$ cat config.mk
export PLATFORM = sky130hd
export DESIGN_NAME = lvds_rx_align
export DESIGN_NICKNAME = d
export VERILOG_FILES = /design/src/rtl/lvds_rx_pkg.sv /design/src/rtl/lvds_lane_align.sv /design/src/rtl/lvds_rx_align.sv
export SDC_FILE = /design/constraint.sdc
export NUM_CORES = 1
export LEC_CHECK = 0
export CAP_MARGIN = 15
export CORE_MARGIN = 8
export CORE_UTILIZATION = 35
export DETAILED_ROUTE_END_ITERATION = 10
export MAX_ROUTING_LAYER = met4
export PLACE_DENSITY = 0.53
export SKIP_CTS_REPAIR_TIMING = 1
export SLEW_MARGIN = 20
export SYNTH_ARGS = -nofsm -noshare
export SYNTH_HDL_FRONTEND = slang
export SYNTH_SLANG_ARGS = --single-unit
$ cat constraint.sdc
create_clock -name clk -period 3.66 [get_ports clk]
set_clock_uncertainty 0.15 [all_clocks]
set_input_delay 0.732 -clock clk [delete_from_list [all_inputs] [get_ports clk]]
set_output_delay 0.732 -clock clk [all_outputs]
set_load 0.01 [all_outputs]
$ cat src/rtl/lvds_rx_pkg.sv
// Shared types and constants for the LVDS receive word aligner.
package lvds_rx_pkg;

  typedef enum logic [2:0] {
    IDLE   = 3'd0,
    CHECK  = 3'd1,
    SLIP   = 3'd2,
    WAIT   = 3'd3,
    LOCKED = 3'd4,
    FAIL   = 3'd5
  } lane_state_e;

  localparam logic [6:0] LVDS_TRAIN_PAT_7B = 7'b1100011;

endpackage

$ cat src/rtl/lvds_lane_align.sv
// Single-lane training FSM: pulses BITSLIP until the lane word matches the
// training pattern LOCK_COUNT times in a row, or gives up after a full rotation.
module lvds_lane_align
  import lvds_rx_pkg::*;
#(
  parameter int                    DATA_WIDTH    = 7,
  parameter logic [DATA_WIDTH-1:0] TRAIN_PATTERN = DATA_WIDTH'(LVDS_TRAIN_PAT_7B),
  parameter int                    LOCK_COUNT    = 16,
  parameter int                    SLIP_WAIT     = 3
) (
  input  logic                  i_clk,
  input  logic                  i_rst_n,
  input  logic                  i_train_start,
  input  logic [DATA_WIDTH-1:0] i_din,
  output logic                  o_bitslip,
  output logic                  o_locked,
  output logic                  o_fail,
  output logic                  o_busy
);

  localparam int                 SLIP_W     = $clog2(DATA_WIDTH + 1);
  localparam int                 WAIT_W     = $clog2(SLIP_WAIT + 1);
  localparam logic [SLIP_W-1:0]  SLIP_MAX   = SLIP_W'(DATA_WIDTH);
  localparam logic [WAIT_W-1:0]  WAIT_LAST  = WAIT_W'(SLIP_WAIT - 1);
  localparam logic [7:0]         MATCH_LAST = 8'(LOCK_COUNT - 1);

  lane_state_e       r_state, w_state_nxt;
  logic [7:0]        r_match_cnt, w_match_nxt;
  logic [SLIP_W-1:0] r_slip_cnt, w_slip_nxt;
  logic [WAIT_W-1:0] r_wait_cnt, w_wait_nxt;

  always_ff @(posedge i_clk or negedge i_rst_n) begin
    if (!i_rst_n) begin
      r_state     <= IDLE;
      r_match_cnt <= '0;
      r_slip_cnt  <= '0;
      r_wait_cnt  <= '0;
    end else begin
      r_state     <= w_state_nxt;
      r_match_cnt <= w_match_nxt;
      r_slip_cnt  <= w_slip_nxt;
      r_wait_cnt  <= w_wait_nxt;
    end
  end

  always_comb begin
    w_state_nxt = r_state;
    w_match_nxt = r_match_cnt;
    w_slip_nxt  = r_slip_cnt;
    w_wait_nxt  = r_wait_cnt;
    // train_start overrides every state, including LOCKED and FAIL
    if (i_train_start) begin
      w_state_nxt = CHECK;
      w_match_nxt = '0;
      w_slip_nxt  = '0;
      w_wait_nxt  = '0;
    end else begin
      case (r_state)
        CHECK: begin
          if (i_din == TRAIN_PATTERN) begin
            if (r_match_cnt == MATCH_LAST) w_state_nxt = LOCKED;
            else                           w_match_nxt = r_match_cnt + 8'd1;
          end else begin
            w_match_nxt = '0;
            w_state_nxt = (r_slip_cnt == SLIP_MAX) ? FAIL : SLIP;
          end
        end
        SLIP: begin
          if (r_slip_cnt != SLIP_MAX) w_slip_nxt = r_slip_cnt + SLIP_W'(1);
          w_wait_nxt  = '0;
          w_state_nxt = WAIT;
        end
        WAIT: begin
          if (r_wait_cnt == WAIT_LAST) w_state_nxt = CHECK;
          else                         w_wait_nxt  = r_wait_cnt + WAIT_W'(1);
        end
        default: ;
      endcase
    end
  end

  assign o_bitslip = (r_state == SLIP);
  assign o_locked  = (r_state == LOCKED);
  assign o_fail    = (r_state == FAIL);
  assign o_busy    = (r_state == CHECK) || (r_state == SLIP) || (r_state == WAIT);

endmodule

$ cat src/rtl/lvds_rx_align.sv
// N-lane self-training word aligner for the ISERDES parallel domain.
// Define LVDS_RX_ALIGN_MONITOR_EN to add a lane-0 clock-pattern error counter.
module lvds_rx_align
  import lvds_rx_pkg::*;
#(
  parameter int                    NUM_LANES     = 4,
  parameter int                    DATA_WIDTH    = 7,
  parameter logic [DATA_WIDTH-1:0] TRAIN_PATTERN = DATA_WIDTH'(LVDS_TRAIN_PAT_7B),
  parameter int                    LOCK_COUNT    = 16,
  parameter int                    SLIP_WAIT     = 3
) (
  input  logic                            clk,
  input  logic                            rst_n,
  input  logic                            train_start,
  input  logic [NUM_LANES*DATA_WIDTH-1:0] din,
  output logic [NUM_LANES-1:0]            bitslip,
  output logic [NUM_LANES*DATA_WIDTH-1:0] dout,
  output logic                            dout_valid,
  output logic [NUM_LANES-1:0]            lane_locked,
  output logic [NUM_LANES-1:0]            train_fail,
  output logic                            busy
`ifdef LVDS_RX_ALIGN_MONITOR_EN
  ,
  output logic [15:0]                     mon_err_cnt
`endif
);

  logic [NUM_LANES-1:0]            w_bitslip, w_locked, w_fail, w_busy;
  logic [NUM_LANES*DATA_WIDTH-1:0] r_dout_p1;
  logic                            r_vld_p1;

  for (genvar g = 0; g < NUM_LANES; g++) begin : g_lane
    lvds_lane_align #(
      .DATA_WIDTH    (DATA_WIDTH),
      .TRAIN_PATTERN (TRAIN_PATTERN),
      .LOCK_COUNT    (LOCK_COUNT),
      .SLIP_WAIT     (SLIP_WAIT)
    ) u_lane (
      .i_clk         (clk),
      .i_rst_n       (rst_n),
      .i_train_start (train_start),
      .i_din         (din[g*DATA_WIDTH +: DATA_WIDTH]),
      .o_bitslip     (w_bitslip[g]),
      .o_locked      (w_locked[g]),
      .o_fail        (w_fail[g]),
      .o_busy        (w_busy[g])
    );
  end

  // Stage p0 -> p1: data and its valid leave together one cycle after din
  always_ff @(posedge clk or negedge rst_n) begin
    if (!rst_n) begin
      r_dout_p1 <= '0;
      r_vld_p1  <= 1'b0;
    end else begin
      r_dout_p1 <= din;
      r_vld_p1  <= &w_locked;
    end
  end

  assign bitslip     = w_bitslip;
  assign lane_locked = w_locked;
  assign train_fail  = w_fail;
  assign busy        = |w_busy;
  assign dout        = r_dout_p1;
  assign dout_valid  = r_vld_p1;

`ifdef LVDS_RX_ALIGN_MONITOR_EN
  logic [15:0] r_mon_err_cnt;

  // Lane 0 carries the forwarded clock, so any deviation after lock is a bit error
  always_ff @(posedge clk or negedge rst_n) begin
    if (!rst_n) begin
      r_mon_err_cnt <= '0;
    end else if (train_start) begin
      r_mon_err_cnt <= '0;
    end else if (w_locked[0] && (din[DATA_WIDTH-1:0] != TRAIN_PATTERN) &&
                 (r_mon_err_cnt != 16'hFFFF)) begin
      r_mon_err_cnt <= r_mon_err_cnt + 16'd1;
    end
  end

  assign mon_err_cnt = r_mon_err_cnt;
`endif

endmodule

==> reports/results.txt, run 1 <==
CP Launch Type -> register
Worst hold-check slack -> 0.243 ns
Max Clock Freq -> 322 MHz
Kind of end point of the critical path -> primary output
CTS sink count -> 93
Synth Instances -> 474
Top cells by area, synth -> sky130_fd_sc_hd__dfrtp_1 (50%), sky130_fd_sc_hd__ha_1 (4.3%), sky130_fd_sc_hd__a21oi_1 (4.1%)
Worst endpoint data arrival time -> 2.22 ns
Largest net degree at the start of global routing -> 55
Maximum number of buffers from clock root to sink -> 2
Wire length per cell -> 15.5 um
Area Overhead vs Synth -> 23.3%
Net Count, Synth -> 521
Total Power -> 2770 uW
Detailed-route via count -> 3748
Final critical-path share of the clock period -> 84.9%
Max IR drop VDD -> 0.253 mV
Total Die Area -> 17300 um^2
Setup total negative slack -> 0 ns
Unrepaired setup endpoints after global routing -> no
CTS tree -> built
Root Driver -> sky130_fd_sc_hd__clkbuf_16
Vias in the first global route -> 3713
Proportion of layout cells with a drive suffix above 1 -> 6.40%
CTS H-Tree Depth -> 3
Seq cells post-synth -> 93
Count of different cell masters after synthesis -> 57
Leak Pwr -> 0.00234 uW
Time the worst path needs with I/O delays and setup -> 3.11 ns
Max_cap viols -> 0
Outcome -> complete, no violations
Number of diodes -> 0
Die Span X -> 131 um
Top-level I/O count -> 73
List of cells traversed by the critical path -> or3b_2 -> nand4_1 -> clkdlybuf4s50_1
Max incr delay on CP -> 0.62 ns
Async SR Flop Fraction -> 100%
Core Rows -> 42
Top cell type's share of synthesized area -> 49.9%
Worst Path Max Fanout -> 11
Area of the mapped netlist -> 4660 um^2
Detailed Route WL -> 11.0 mm
Total congestion overflow -> 0
Fin. max-slew vios -> 0
Most area-hungry cell type in the Yosys netlist -> sky130_fd_sc_hd__dfrtp_1
Pin slew with the least headroom to its limit -> 0.761 ns
Share of the core filled with cells -> 43.7%
Via density -> 5.30
Initial Util -> 35.5%
Insertion delay of the later-clocked pin in the worst-skew pair -> 0.34 ns
Number of enable-type register cells in the synthesized netlist -> 0
Final number of hold-violating endpoints -> 0
Reg2Reg Setup Slack -> 1.25 ns
Placeable Area -> 13100 um^2
Initial detailed-routing violation count -> 280
Critical-path cell with the highest stage delay -> sky130_fd_sc_hd__or3b_2
Fraction of the yosys area taken by sequential cells -> 49.9%
Clock transition at the registers of the reported paths -> 0.06 ns
Antenna-violating nets left -> 0
Total setup violations reported at the end of the flow -> 0
All-layer global routing usage -> 13.5%
Global-route wire length before repair -> 18.7 mm
Floorplan die height -> 131 um
Total number of nets in the final design -> 574
Top_reg_cell synth -> sky130_fd_sc_hd__dfrtp_1
Number of port buffers -> 72
Max transition margin -> 49.2%
Yosys warnings -> 0
Class of the most critical hold timing path -> in2async
Kind of critical path -> reg2out
Number of buffers inserted during clock tree synthesis -> 9
Required time at the worst-slack endpoint -> 2.78 ns
HPWL Detailed -> 7.77 mm
DRC -> 0
Initial antenna violation count -> 0
Average cell area after synthesis -> 9.83 um^2
Detailed-router iteration count before antenna repair -> 4
Power per Cell Area -> 482 nW/um^2
Global placer's final weighted congestion -> 0.800
-- cell families (layout without fill, tap and decap cells) --
kind of cell	Yosys count	count (layout)	share of synthesized area, %
AO/OA/AOI/OAI	117	117	15.8
XOR/XNOR	4	4	0.752
adder cells (fa/ha/maj)	16	16	4.30
buffers and inverters	50	107	5.05
flip-flops	93	93	49.9
multiplexers	11	11	2.47
AND/OR/NAND/NOR	183	183	21.6
-- worst paths after layout --
path,startpoint,to,cells after the start
setup / recovery,g_lane[1].u_lane.r_state[0]$_DFFE_PN0P_,busy,3
hold / removal,rst_n,g_lane[1].u_lane.r_match_cnt[5]$_DFFE_PN0P_,1
setup reg to reg,g_lane[2].u_lane.r_state[0]$_DFFE_PN0P_,g_lane[2].u_lane.r_state[2]$_DFFE_PN0P_,4
hold reg to reg,g_lane[2].u_lane.r_wait_cnt[0]$_DFFE_PN0P_,g_lane[2].u_lane.r_wait_cnt[0]$_DFFE_PN0P_,1
max in group asynchronous,rst_n,dout[21]$_DFF_PN0_,2
min in group clk,g_lane[2].u_lane.r_wait_cnt[0]$_DFFE_PN0P_,g_lane[2].u_lane.r_wait_cnt[0]$_DFFE_PN0P_,1
-- final cells by class --
class	count	area, um^2
fillers	1274	7390
flip-flops and latches	93	2330
multi-input cells	331	2100
repair buffers	75	736
clock buffers	11	253
well taps	176	220
inverters	17	63.8
clock inverters	4	47.5
-- through the flow --
step	instance area, um^2	setup slack [ns]	std cells
after floorplan	4660	1.32	474
after global placement	5440	0.731	692
after detailed placement	5440	0.626	692
after CTS	5740	0.522	707
after global routing	5740	0.480	707
final	5740	0.554	707
-- layer usage --
layer  share of wire, %  vias up  routed length [um]  global-route usage [%]
met5                  0        -                   0                       -
met4                1.4        0                 154                    4.79
met3                3.5       11                 381                    3.32
met2                 45       78                4910                    19.9
met1                 50     1828                5530                    17.6
li1                   -     1831                   -                       -
-- critical path, delay by kind of cell (launching register included) --
family | cells | cell delay, ns
buf+inv | 1 | 0.55
simple gates | 2 | 0.79
flops | 1 | 0.54
-- cells in the final DEF (no fill, tap or decap), drive strengths merged, types with 3 or more instances in the layout --
cell and count:
nand4b 4, ha 16, inv 16, xnor2 4, nand2b 12, buf 5
a211oi 6, nand3 15, o31ai 5, or4 3, or3b 3, mux2i 10
a21oi 38, o21ai 26, or2 4, dfrtp 93, clkbuf 11, and2 5
nand2 29, nor3 25, clkdlybuf4s50 70, and3 10, a311oi 4, nor2 37
a22oi 4, nor4 6, and4 3, a31oi 12, o211ai 4, clkinv 3
nand4bb 3, nand4 5, or3 3, nand3b 8
-- state kept, by name, indices dropped and copies added (netlist names) --
signal and cells:
g_lane.u_lane.r_match_cnt 32, g_lane.u_lane.r_state 12, dout 28, dout_valid 1
g_lane.u_lane.r_slip_cnt 12, g_lane.u_lane.r_wait_cnt 8
-- Yosys cell counts (3+ instances only) --
cell	instances
sky130_fd_sc_hd__and2_1	5
sky130_fd_sc_hd__a211oi_1	6
sky130_fd_sc_hd__inv_1	16
sky130_fd_sc_hd__nand3b_1	8
sky130_fd_sc_hd__nor4_1	6
sky130_fd_sc_hd__a311oi_1	4
sky130_fd_sc_hd__o31ai_1	5
sky130_fd_sc_hd__nor2_1	37
sky130_fd_sc_hd__nand3_1	15
sky130_fd_sc_hd__and3_1	10
sky130_fd_sc_hd__a22oi_1	4
sky130_fd_sc_hd__or2_2	3
sky130_fd_sc_hd__a31oi_1	12
sky130_fd_sc_hd__nand2b_1	12
sky130_fd_sc_hd__or3_1	3
sky130_fd_sc_hd__nand2_1	29
sky130_fd_sc_hd__o21ai_0	26
sky130_fd_sc_hd__mux2i_1	10
sky130_fd_sc_hd__nor3_1	24
sky130_fd_sc_hd__a21oi_1	38
sky130_fd_sc_hd__or3b_2	3
sky130_fd_sc_hd__nand4_1	5
sky130_fd_sc_hd__xnor2_1	4
sky130_fd_sc_hd__nand4b_1	4
sky130_fd_sc_hd__o211ai_1	4
sky130_fd_sc_hd__ha_1	16
sky130_fd_sc_hd__and4_1	3
sky130_fd_sc_hd__clkbuf_1	19
sky130_fd_sc_hd__nand4bb_1	3
sky130_fd_sc_hd__buf_4	12
sky130_fd_sc_hd__dfrtp_1	93
-- power breakdown --
group | leakage, uW | internal [uW] | switching (uW)
Clock | 0.000147 | 560 | 390
Sequential | 0.00121 | 1110 | 101
Combinational | 0.000986 | 260 | 353
Total | 0.00234 | 1930 | 843
(Power assumes the default switching activity.)
==> run 2, diff against run 1 <==
clock period = 3 ns   (was 3.66 ns; I/O delays follow)
==> reports/results.txt, run 2 (same netlist as run 1, synthesis figures left out) <==
Outcome -> complete, no violations (unchanged)
Highest routing layer actually used -> met4 (unchanged)
Cell family contributing the most delay on the critical path -> simple AND/OR/NAND/NOR gates (unchanged)
Worst reg2reg path endpoint -> g_lane[3].u_lane.r_state[0]$_DFFE_PN0P_ (was g_lane[2].u_lane.r_state[2]$_DFFE_PN0P_)
Via density -> 5.21 (was 5.30)
Initial Util -> 35.5% (unchanged)
Number of buffers inserted during clock tree synthesis -> 9 (unchanged)
Gate power share -> 22.6% (was 22.1%)
Placeable Area -> 13100 um^2 (unchanged)
Total Power -> 3320 uW (was 2770 uW)
All-layer global routing usage -> 13.1% (was 13.5%)
DRC -> 0 (unchanged)
Final Cell Area -> 5800 um^2 (was 5740 um^2)
Required time at the worst-slack endpoint -> 2.25 ns (was 2.78 ns)
Insertion delay of the later-clocked pin in the worst-skew pair -> 0.34 ns (about the same)
Top-level I/O count -> 73 (unchanged)
Worst Path Buf+Inv -> 1 (unchanged)
Initial antenna violation count -> 0 (unchanged)
CTS tree -> built (unchanged)
Total setup violations reported at the end of the flow -> 0 (unchanged)
Max_cap viols -> 0 (unchanged)
Floorplan die height -> 131 um (unchanged)
Power per Cell Area -> 572 nW/um^2 (was 482 nW/um^2)
Clock transition at the registers of the reported paths -> 0.06 ns (about the same)
Flop pwr share -> 44.2% (was 43.6%)
Detailed Route WL -> 10.8 mm (was 11.0 mm)
Class of the most critical hold timing path -> in2async (unchanged)
Reg2Reg Setup Slack -> 0.64 ns (was 1.25 ns)
Maximum number of buffers from clock root to sink -> 2 (unchanged)
Total number of nets in the final design -> 581 (was 574)
Setup total negative slack -> 0 ns (unchanged)
Critical-path cell with the highest stage delay -> sky130_fd_sc_hd__or3b_2 (unchanged)
Switch Pwr -> 1020 uW (was 843 uW)
Number of flip-flops in the largest register -> 32 (unchanged)
Time the worst path needs with I/O delays and setup -> 2.91 ns
Detailed-router iteration count before antenna repair -> 4 (unchanged)
Register name with the most flops -> g_lane.u_lane.r_match_cnt (unchanged)
Worst endpoint data arrival time -> 2.16 ns (was 2.22 ns)
Net Sw Frac -> 30.6% (was 30.4%)
Max Clock Freq -> 344 MHz
Wire length per cell -> 15.1 um (was 15.5 um)
Area Overhead vs Synth -> 24.5% (was 23.3%)
Final critical-path share of the clock period -> 96.9%
Initial detailed-routing violation count -> 309 (was 280)
Core Rows -> 42 (unchanged)
CP Launch Type -> register (unchanged)
Placed cell count -> 699 (was 692)
Global placer's final weighted congestion -> 0.829 (was 0.800)
HPWL Detailed -> 7.63 mm (was 7.77 mm)
Antenna-violating nets left -> 0 (unchanged)
Met1 WL -> 5.55 mm (was 5.53 mm)
Total congestion overflow -> 0 (unchanged)
Vias in the first global route -> 3647 (was 3713)
Length of routed met2 wiring -> 4.59 mm (was 4.91 mm)
Total Die Area -> 17300 um^2 (unchanged)
Cell area after placement -> 5510 um^2 (was 5440 um^2)
Final instance count without filler cells -> 715 (was 707)
Routed wire length on met3 -> 440 um (was 381 um)
Cell-internal power -> 2300 uW (was 1930 uW)
Pin slew with the least headroom to its limit -> 0.700 ns (was 0.761 ns)
Critical Path End -> busy (unchanged)
CTS sink count -> 93 (unchanged)
Kind of critical path -> reg2out (unchanged)
Number of diodes -> 0 (unchanged)
Top library cells by usage in the layout, fill and taps aside -> sky130_fd_sc_hd__dfrtp_1 (92), sky130_fd_sc_hd__clkdlybuf4s50_1 (70), sky130_fd_sc_hd__a21oi_1 (38) (was sky130_fd_sc_hd__dfrtp_1 (93), sky130_fd_sc_hd__clkdlybuf4s50_1 (70), sky130_fd_sc_hd__a21oi_1 (38))
Die Span X -> 131 um (unchanged)
Origin of the critical flop-to-flop path -> g_lane[3].u_lane.r_match_cnt[4]$_DFFE_PN0P_ (was g_lane[2].u_lane.r_state[0]$_DFFE_PN0P_)
First element of the critical path -> g_lane[2].u_lane.r_state[0]$_DFFE_PN0P_ (was g_lane[1].u_lane.r_state[0]$_DFFE_PN0P_)
Max incr delay on CP -> 0.61 ns (was 0.62 ns)
Part of the power in the clock network -> 33.1% (was 34.3%)
Number of port buffers -> 72 (unchanged)
Most common cell after layout, fill and taps aside -> sky130_fd_sc_hd__dfrtp_1 (unchanged)
List of cells traversed by the critical path -> or3b_2 -> nand4_1 -> clkdlybuf4s50_1 (unchanged)
Detailed-route via count -> 3727 (was 3748)
Leak Pwr -> 0.00238 uW (was 0.00234 uW)
Max transition margin -> 53.2% (was 49.2%)
Largest net degree at the start of global routing -> 55 (unchanged)
Proportion of layout cells with a drive suffix above 1 -> 7.61% (was 6.40%)
Max IR drop VDD -> 0.290 mV (was 0.253 mV)
Final number of hold-violating endpoints -> 0 (unchanged)
Fin. max-slew vios -> 0 (unchanged)
Kind of end point of the critical path -> primary output (unchanged)
Unrepaired setup endpoints after global routing -> no (unchanged)
Root Driver -> sky130_fd_sc_hd__clkbuf_16 (unchanged)
CTS H-Tree Depth -> 3 (unchanged)
Worst Path Max Fanout -> 11 (unchanged)
Global-route wire length before repair -> 18.3 mm (was 18.7 mm)
Number of cells on the worst reg-to-reg path -> 4 (unchanged)
Number of stages on the worst setup path -> 3 (unchanged)
run 2: cell count changes in the layout (fill, tap and decap cells not counted):
cell / delta
sky130_fd_sc_hd__clkinv_4: +1
sky130_fd_sc_hd__dfrtp_1: -1
sky130_fd_sc_hd__clkinv_2: -2
sky130_fd_sc_hd__clkbuf_8: +1
sky130_fd_sc_hd__buf_4: +6
sky130_fd_sc_hd__buf_12: +1
sky130_fd_sc_hd__dfrtp_2: +1
sky130_fd_sc_hd__clkbuf_1: +2
sky130_fd_sc_hd__bufinv_16: -1
run 2: layer usage:
| metal | track usage (%) | up-vias |
|---|---|---|
| li1 | - | 1844 |
| met1 | 17.6 | 1785 |
| met2 | 18.7 | 87 |
| met3 | 2.78 | 11 |
| met4 | 5.68 | 0 |
| met5 | - | - |
run 2: cell type report:
class	count	area, um^2
fillers	1267	7340
flip-flops and latches	93	2330
multi-input cells	331	2100
repair buffers	82	801
clock buffers	14	274
well taps	176	220
inverters	17	63.8
clock inverters	2	16.3
run 2: how the worst min path moves through the flow:
| stage | slack (ns) | start | to |
|---|---|---|---|
| after floorplan | 0.15 | rst_n | dout[0]$_DFF_PN0_ |
| after global placement | 0.33 | g_lane[2].u_lane.r_wait_cnt[0]$_DFFE_PN0P_ | g_lane[2].u_lane.r_wait_cnt[0]$_DFFE_PN0P_ |
| after detailed placement | 0.33 | g_lane[0].u_lane.r_match_cnt[7]$_DFFE_PN0P_ | g_lane[0].u_lane.r_match_cnt[7]$_DFFE_PN0P_ |
| after CTS | 0.03 | rst_n | dout[0]$_DFF_PN0_ |
| after global routing | 0.06 | rst_n | g_lane[1].u_lane.r_match_cnt[5]$_DFFE_PN0P_ |
| final | 0.04 | rst_n | dout[8]$_DFF_PN0_ |
run 2: worst reg2reg max path: cells and delay by family (launching register included):
kind | cells | cell delay, ns
DFF | 1 | 0.45
and+or+nand+nor | 2 | 0.87
AOI/OAI and AO/OA | 1 | 0.47
muxes | 1 | 0.31
run 2: stage by stage:
stage,setup WS (ns),util [%],hold slack [ns]
6_report,0.0924,44.2,0.0357
5_1_grt,0.00807,44.2,0.0634
4_1_cts,0.0601,44.1,0.0339
3_5_place_dp,0.374,41.9,0.328
3_3_place_gp,0.409,41.9,0.325
2_1_floorplan,0.745,-,0.154
run 2: power groups by stage:
stage	combinational (uW)	clock [uW]	sequential, uW
final	751	1100	1470
after global routing	838	1200	1490
after CTS	759	1140	1470
after detailed placement	755	0	1490
after global placement	747	0	1490
after floorplan	554	0	1440
